**src/rtl/muldiv_unit.sv**
```systemverilog
`default_nettype none
// ============================================================================
// Module      : muldiv_unit
// Description : Multi-cycle RV64M multiply/divide unit sitting beside EX.
//               Radix-2 shift-add multiply and restoring divide on operand
//               magnitudes, one iteration per clock, followed by a single
//               sign-fix cycle. Results are held until the next operation.
// Ports       : clk           - clock, rising edge
//               rst           - asynchronous reset, active low
//               flush_i       - abort any in-flight operation
//               req_valid_i   - request present
//               req_ready_o   - unit idle and able to accept
//               mul_en_i      - 1 = multiply, 0 = divide/remainder
//               rs1_data_i    - multiplicand / dividend
//               rs2_data_i    - multiplier / divisor
//               rs1_sign_i    - treat rs1 as signed
//               rs2_sign_i    - treat rs2 as signed
//               resp_valid_o  - one-cycle result strobe
//               data_1_o      - product[XLEN-1:0] or quotient
//               data_2_o      - product[2*XLEN-1:XLEN] or remainder
// Revision    : 1.0 - initial release
// ============================================================================
module muldiv_unit #(
    parameter int XLEN  = 64,
    parameter int CNT_W = 6
) (
    input  logic            clk,
    input  logic            rst,
    input  logic            flush_i,
    input  logic            req_valid_i,
    output logic            req_ready_o,
    input  logic            mul_en_i,
    input  logic [XLEN-1:0] rs1_data_i,
    input  logic [XLEN-1:0] rs2_data_i,
    input  logic            rs1_sign_i,
    input  logic            rs2_sign_i,
    output logic            resp_valid_o,
    output logic [XLEN-1:0] data_1_o,
    output logic [XLEN-1:0] data_2_o
);

    typedef enum logic [1:0] {
        S_IDLE = 2'd0,
        S_CALC = 2'd1,
        S_FIX  = 2'd2,
        S_DONE = 2'd3
    } state_t;

    localparam logic [CNT_W-1:0] LAST_ITER = CNT_W'(XLEN - 1);

    state_t              state_q, state_d;
    logic [CNT_W-1:0]    cnt_q,   cnt_d;
    logic                mul_q,   mul_d;
    logic                negq_q,  negq_d;   // negate quotient / product
    logic                negr_q,  negr_d;   // negate remainder
    // Multiply: |rs1| (added into the high half). Divide: |rs2| (divisor).
    logic [XLEN-1:0]     opnd_q,  opnd_d;
    // Multiply: {partial product high, multiplier shifting out low}.
    // Divide  : {remainder, dividend shifting out / quotient shifting in}.
    logic [2*XLEN-1:0]   acc_q,   acc_d;
    logic [XLEN-1:0]     d1_q,    d1_d;
    logic [XLEN-1:0]     d2_q,    d2_d;

    logic                rs1_neg, rs2_neg;
    logic [XLEN-1:0]     rs1_mag, rs2_mag;
    logic [XLEN:0]       mul_sum;
    logic [XLEN:0]       div_sh;
    logic [XLEN:0]       div_diff;
    logic                div_ok;
    logic [2*XLEN-1:0]   mul_next, div_next;
    logic [2*XLEN-1:0]   acc_neg;

    // Magnitudes: the unsigned negate of -2^(XLEN-1) is itself, which is the
    // correct unsigned magnitude.
    assign rs1_neg = rs1_sign_i & rs1_data_i[XLEN-1];
    assign rs2_neg = rs2_sign_i & rs2_data_i[XLEN-1];
    assign rs1_mag = rs1_neg ? ('0 - rs1_data_i) : rs1_data_i;
    assign rs2_mag = rs2_neg ? ('0 - rs2_data_i) : rs2_data_i;

    // Shift-add step: the sum keeps its carry as the new top bit while the
    // whole accumulator shifts right by one.
    assign mul_sum  = {1'b0, acc_q[2*XLEN-1:XLEN]} + (acc_q[0] ? {1'b0, opnd_q} : '0);
    assign mul_next = {mul_sum, acc_q[XLEN-1:1]};

    // Restoring step: the shifted remainder needs XLEN+1 bits because the
    // divisor may use the full XLEN range; bit XLEN of the difference is the
    // borrow.
    assign div_sh   = {acc_q[2*XLEN-1:XLEN], acc_q[XLEN-1]};
    assign div_diff = div_sh - {1'b0, opnd_q};
    assign div_ok   = ~div_diff[XLEN];
    assign div_next = {(div_ok ? div_diff[XLEN-1:0] : div_sh[XLEN-1:0]),
                       acc_q[XLEN-2:0], div_ok};

    assign acc_neg  = '0 - acc_q;

    always_comb begin
        state_d = state_q;
        cnt_d   = cnt_q;
        mul_d   = mul_q;
        negq_d  = negq_q;
        negr_d  = negr_q;
        opnd_d  = opnd_q;
        acc_d   = acc_q;
        d1_d    = d1_q;
        d2_d    = d2_q;

        case (state_q)
            S_IDLE: begin
                if (req_valid_i) begin
                    mul_d  = mul_en_i;
                    negq_d = rs1_neg ^ rs2_neg;
                    negr_d = rs1_neg;
                    cnt_d  = '0;
                    if (mul_en_i) begin
                        opnd_d  = rs1_mag;
                        acc_d   = {{XLEN{1'b0}}, rs2_mag};
                        state_d = S_CALC;
                    end else if (rs2_data_i == '0) begin
                        d1_d    = '1;
                        d2_d    = rs1_data_i;
                        state_d = S_DONE;
                    end else begin
                        opnd_d  = rs2_mag;
                        acc_d   = {{XLEN{1'b0}}, rs1_mag};
                        state_d = S_CALC;
                    end
                end
            end
            S_CALC: begin
                acc_d = mul_q ? mul_next : div_next;
                cnt_d = cnt_q + 1'b1;
                if (cnt_q == LAST_ITER) begin
                    state_d = S_FIX;
                end
            end
            S_FIX: begin
                if (mul_q) begin
                    d1_d = negq_q ? acc_neg[XLEN-1:0]      : acc_q[XLEN-1:0];
                    d2_d = negq_q ? acc_neg[2*XLEN-1:XLEN] : acc_q[2*XLEN-1:XLEN];
                end else begin
                    d1_d = negq_q ? ('0 - acc_q[XLEN-1:0])      : acc_q[XLEN-1:0];
                    d2_d = negr_q ? ('0 - acc_q[2*XLEN-1:XLEN]) : acc_q[2*XLEN-1:XLEN];
                end
                state_d = S_DONE;
            end
            S_DONE: begin
                state_d = S_IDLE;
            end
            default: begin
                state_d = S_IDLE;
            end
        endcase

        // Flush beats both accept and completion; results stay untouched.
        if (flush_i) begin
            state_d = S_IDLE;
            d1_d    = d1_q;
            d2_d    = d2_q;
        end
    end

    always_ff @(posedge clk or negedge rst) begin
        if (!rst) begin
            state_q <= S_IDLE;
            cnt_q   <= '0;
            mul_q   <= 1'b0;
            negq_q  <= 1'b0;
            negr_q  <= 1'b0;
            opnd_q  <= '0;
            acc_q   <= '0;
            d1_q    <= '0;
            d2_q    <= '0;
        end else begin
            state_q <= state_d;
            cnt_q   <= cnt_d;
            mul_q   <= mul_d;
            negq_q  <= negq_d;
            negr_q  <= negr_d;
            opnd_q  <= opnd_d;
            acc_q   <= acc_d;
            d1_q    <= d1_d;
            d2_q    <= d2_d;
        end
    end

    assign req_ready_o  = (state_q == S_IDLE);
    assign resp_valid_o = (state_q == S_DONE);
    assign data_1_o     = d1_q;
    assign data_2_o     = d2_q;

endmodule
`default_nettype wire

```
**config.mk**
```make
export PLATFORM = sky130hd
export DESIGN_NAME = muldiv_unit
export DESIGN_NICKNAME = d
export VERILOG_FILES = /design/src/rtl/muldiv_unit.sv
export SDC_FILE = /design/constraint.sdc
export NUM_CORES = 2
export LEC_CHECK = 0
export BUFFER_PORTS_ARGS = -buffer_cell sky130_fd_sc_hd__buf_2
export CORE_MARGIN = 4
export CORE_UTILIZATION = 44
export CTS_CLUSTER_DIAMETER = 80
export DETAILED_ROUTE_END_ITERATION = 6
export HOLD_SLACK_MARGIN = 0.05
export PLACE_DENSITY = 0.63
export SLEW_MARGIN = 5
export SYNTH_ARGS = -nofsm -noshare
export SYNTH_HDL_FRONTEND = slang
export SYNTH_SLANG_ARGS = --single-unit
```
**constraint.sdc**
```tcl
create_clock -name clk -period 5.9 [get_ports clk]
set_clock_uncertainty 0.2 [all_clocks]
set_input_delay 1.18 -clock clk [delete_from_list [all_inputs] [get_ports clk]]
set_output_delay 1.18 -clock clk [all_outputs]
set_load 0.02 [all_outputs]
```
==> flow_summary.yaml <==
clock_tree:
  htree_levels: 2
  ctsResizeCount: 0
  clk_pin_slew_ns: 0.06
  cts_setup_buffers: 0
  cts_made_buffers: 40
  clk-insertion-delay-late_ns: 0.57
  cts_tree: "done"
  cts_buffer_depth: 3
  cts.sinks: 331
  cts-root-buf: "clkbuf_16"
  postCtsHoldBufs: 0
drt:
  drc: 0
  post_drt_wl_per_cell_um: 22.8
  num_vias: 31200
  finalWirelength_um: 116000
  met3_wirelength_um: 10600
  wl_met1_um: 50500
  topRoutingLayerUsed: "met5"
  dr.pass1.iters: 6
  wl_met2_um: 49700
  vias_per_cell: 6.15
  drt_iter0_drc: 3889
  ant_nets: 0
global_routing:
  antenna_found_initial: 8
  grt_max_degree: 121
  grtUsageTotal_pct: 30.0
  grt_pass1_wl_um: 175000
  grt_overflow_total: 0
  grt_pass1_vias: 28600
synth:
  synth_seq_cells: 331
  yosysWarnings: 0
  postSynthCellCount: 4010
  synth_edf_count: 0
  synth_commonest_cells: "440 x nand2_1, 433 x nor2_1, 371 x a21oi_1"
  netlist_area_um2: 30500
  yosys.area.top_type_share_pct: 27.2
  synth_most_common_cell: "nand2_1"
  seq_area_frac_synth_pct: 27.2
  synth_fp_nets: 4284
  synthArstFlopShare_pct: 100
  synth_cell_types: 98
  syn_area_per_cell_um2: 7.60
  yosys-top-cells-area: "dfrtp_1 27%, a21oi_1 6.1%, o21ai_0 5.9%, ha_1 5.6%, nand2_1 5.4%"
  synth_top_area_cell: "dfrtp_1"
  ys.flop_type: "dfrtp_1"
final_layout:
  final_util_pct: 49.2
  num-nets-final: 4374
  syn2layout_area_growth_pct: 10.7
  layoutNonFillerInstCount: 5065
  nFillCells: 6836
  layout-drive-gt1-share_pct: 11.9
placement:
  portBuffers: 264
  dp.cells: 4989
  hpwlAfterDp_um: 89600
  gp_congestion: 1.02
sta:
  final_max_slew_viol_count: 0
  fin_crit_sh_pct: 84.0
  hold_viol: 0
  rsz0062_at_grt: "no"
  finalSetupViolCount: 0
  setup_tns_ns: 0
  tightest_slew_ns: 1.13
  hold-worst-slack_ns: 0.281
  maxClockFrequency_mhz: 202
  min_period_ns: 4.96
  slew_headroom_pct: 24.7
floorplan:
  fp.coreArea_um2: 68600
  die-area_um2: 73500
  num_rows: 96
  die_w_um: 271
  ios: 265
  die_y_um: 271
  initial_core_util_pct: 44.4
power_and_ir_drop:
  ir_drop_mv: 0.281
  power_switching_uw: 12100
  p_clk_share_pct: 11.4
  p_leak_uw: 0.0144
  power_density_nw_per_um2: 654
  p_sw_share_pct: 54.8
  pwr-share-comb_pct: 66.6
  intPower_uw: 9970
  power_frac_seq_pct: 22.0
  power_uw: 22100
critical_path:
  end_kind: "flip-flop"
  cp.arrival_ns: 5.17
  critPathKind: "flip-flop to flip-flop"
  startpoint_type: "flip-flop"
  critPathMaxFanout: 25
  worstPathRequired_ns: 6.11
min_path:
  worstHoldPathType: "flip-flop to flip-flop"
outcome:
  status: "completed"
run:
  drv_cap: 0
==> cell usage in the layout, fill, tap and decap left out, types with 9 or more instances in the layout <==
master / synthesis / routed
a31oi_1: 103 / 103
nand2_1: 440 / 440
and2_1: 15 / 15
and3_1: 12 / 12
dfrtp_1: 331 / 329
a21o_1: 79 / 78
nor4_1: 31 / 31
o21ai_0: 357 / 356
a21oi_1: 371 / 369
or3_1: 43 / 43
a22o_1: 17 / 17
nor2_1: 433 / 432
mux2_2: 39 / 39
buf_2: 13 / 262
clkbuf_1: 228 / 10
xor2_1: 183 / 183
o221ai_1: 33 / 33
a211oi_1: 61 / 61
o31ai_1: 41 / 41
ha_1: 137 / 135
nand4_1: 54 / 54
nor3_1: 88 / 88
a221o_1: 9 / 9
o41ai_1: 20 / 20
inv_1: 129 / 128
or4_1: 26 / 26
nor2b_1: 29 / 29
nand3_1: 72 / 72
o211ai_1: 42 / 42
nand2b_1: 27 / 27
a22oi_1: 21 / 21
o21bai_1: 27 / 27
mux2i_1: 90 / 90
xnor2_1: 177 / 177
o21a_1: 15 / 15
clkbuf_16: 0 / 40
o21ai_1: 18 / 18
or2_2: 14 / 14
buf_4: 4 / 55
==> cells by family after synthesis <==
| kind of cell | count (synthesis) | share of synthesized area (%) |
|---|---|---|
| AOI/OAI and AO/OA | 1303 | 26.4 |
| xor gates and xnor gates | 360 | 10.3 |
| adders and majority gates | 139 | 5.76 |
| buffers and inverters | 407 | 5.43 |
| DFF | 331 | 27.2 |
| muxes | 129 | 4.40 |
| and+or+nand+nor | 1341 | 20.4 |
==> path summary, 6_finish.rpt <==
kind / startpoint / cells past startpoint / to / slack (ns)
worst min register to register: opnd_q[29] / 2 / opnd_q[29] / 0.28
worst max-delay path: acc_q[0] / 16 / acc_q[126] / 0.94
min in group asynchronous: rst / 1 / data_1_o[9] / 0.49
worst max register to register: acc_q[0] / 16 / acc_q[126] / 0.94
max in group asynchronous: rst / 2 / cnt_q[2] / 3.80
worst min-delay path: opnd_q[29] / 2 / opnd_q[29] / 0.28
==> power groups by stage <==
stage          clock (uW)  combinational (uW)  sequential [uW]
3_3_place_gp            0               14200             4790
2_1_floorplan           0                9900             4640
3_5_place_dp            0               14300             4800
6_report             2520               14700             4840
4_1_cts              2540               14300             4770
5_1_grt              2630               15900             4970
==> area by class of cell <==
type                    count  area (um^2)  area share [%]
repair buffers            325         1870            5.54
clock inverters            13          163           0.482
well taps                 931         1160            3.45
clock buffers              57         1130            3.36
flip-flops and latches    331         8290            24.6
diodes                      6         15.0          0.0445
inverters                 130          488            1.45
multi-input cells        3272        20600            61.1
==> state kept, by name, indices dropped and copies added (netlist names) <==
| register | flops |
|---|---|
| acc_q | 128 |
| cnt_q | 6 |
| data_1_o | 64 |
| data_2_o | 64 |
| mul_q | 1 |
| negq_q | 1 |
| negr_q | 1 |
| opnd_q | 64 |
| state_q | 2 |
==> layer usage <==
metal / global-route usage, % / vias up
met5: 0 / -
met2: 45.7 / 1459
met4: 10.6 / 12
li1: - / 14700
met3: 5.31 / 246
met1: 43.0 / 14800
==> worst max-delay path, stage by stage (launching register included) <==
cell and delay [ns]:
dfrtp_1 0.47, inv_2 0.17, buf_4 0.33, nor2_1 0.09
ha_1 0.24, a211oi_1 0.28, o21ai_0 0.25, o2111ai_1 0.53
a21oi_1 0.23, o31ai_1 0.27, buf_4 0.18, o31ai_1 0.10
a31oi_1 0.48, o211ai_1 0.26, a211oi_1 0.34, xor2_1 0.22
o221ai_1 0.14
==> through the flow <==
step | area [um^2] | setup WS (ns)
floorplan | 30500 | 1.65
global placement | 32400 | 0.587
detailed placement | 32400 | 0.507
CTS | 33700 | 1.01
global route | 33700 | 0.594
finish | 33700 | 0.942
Note: power is estimated with default switching activity, not from simulation.
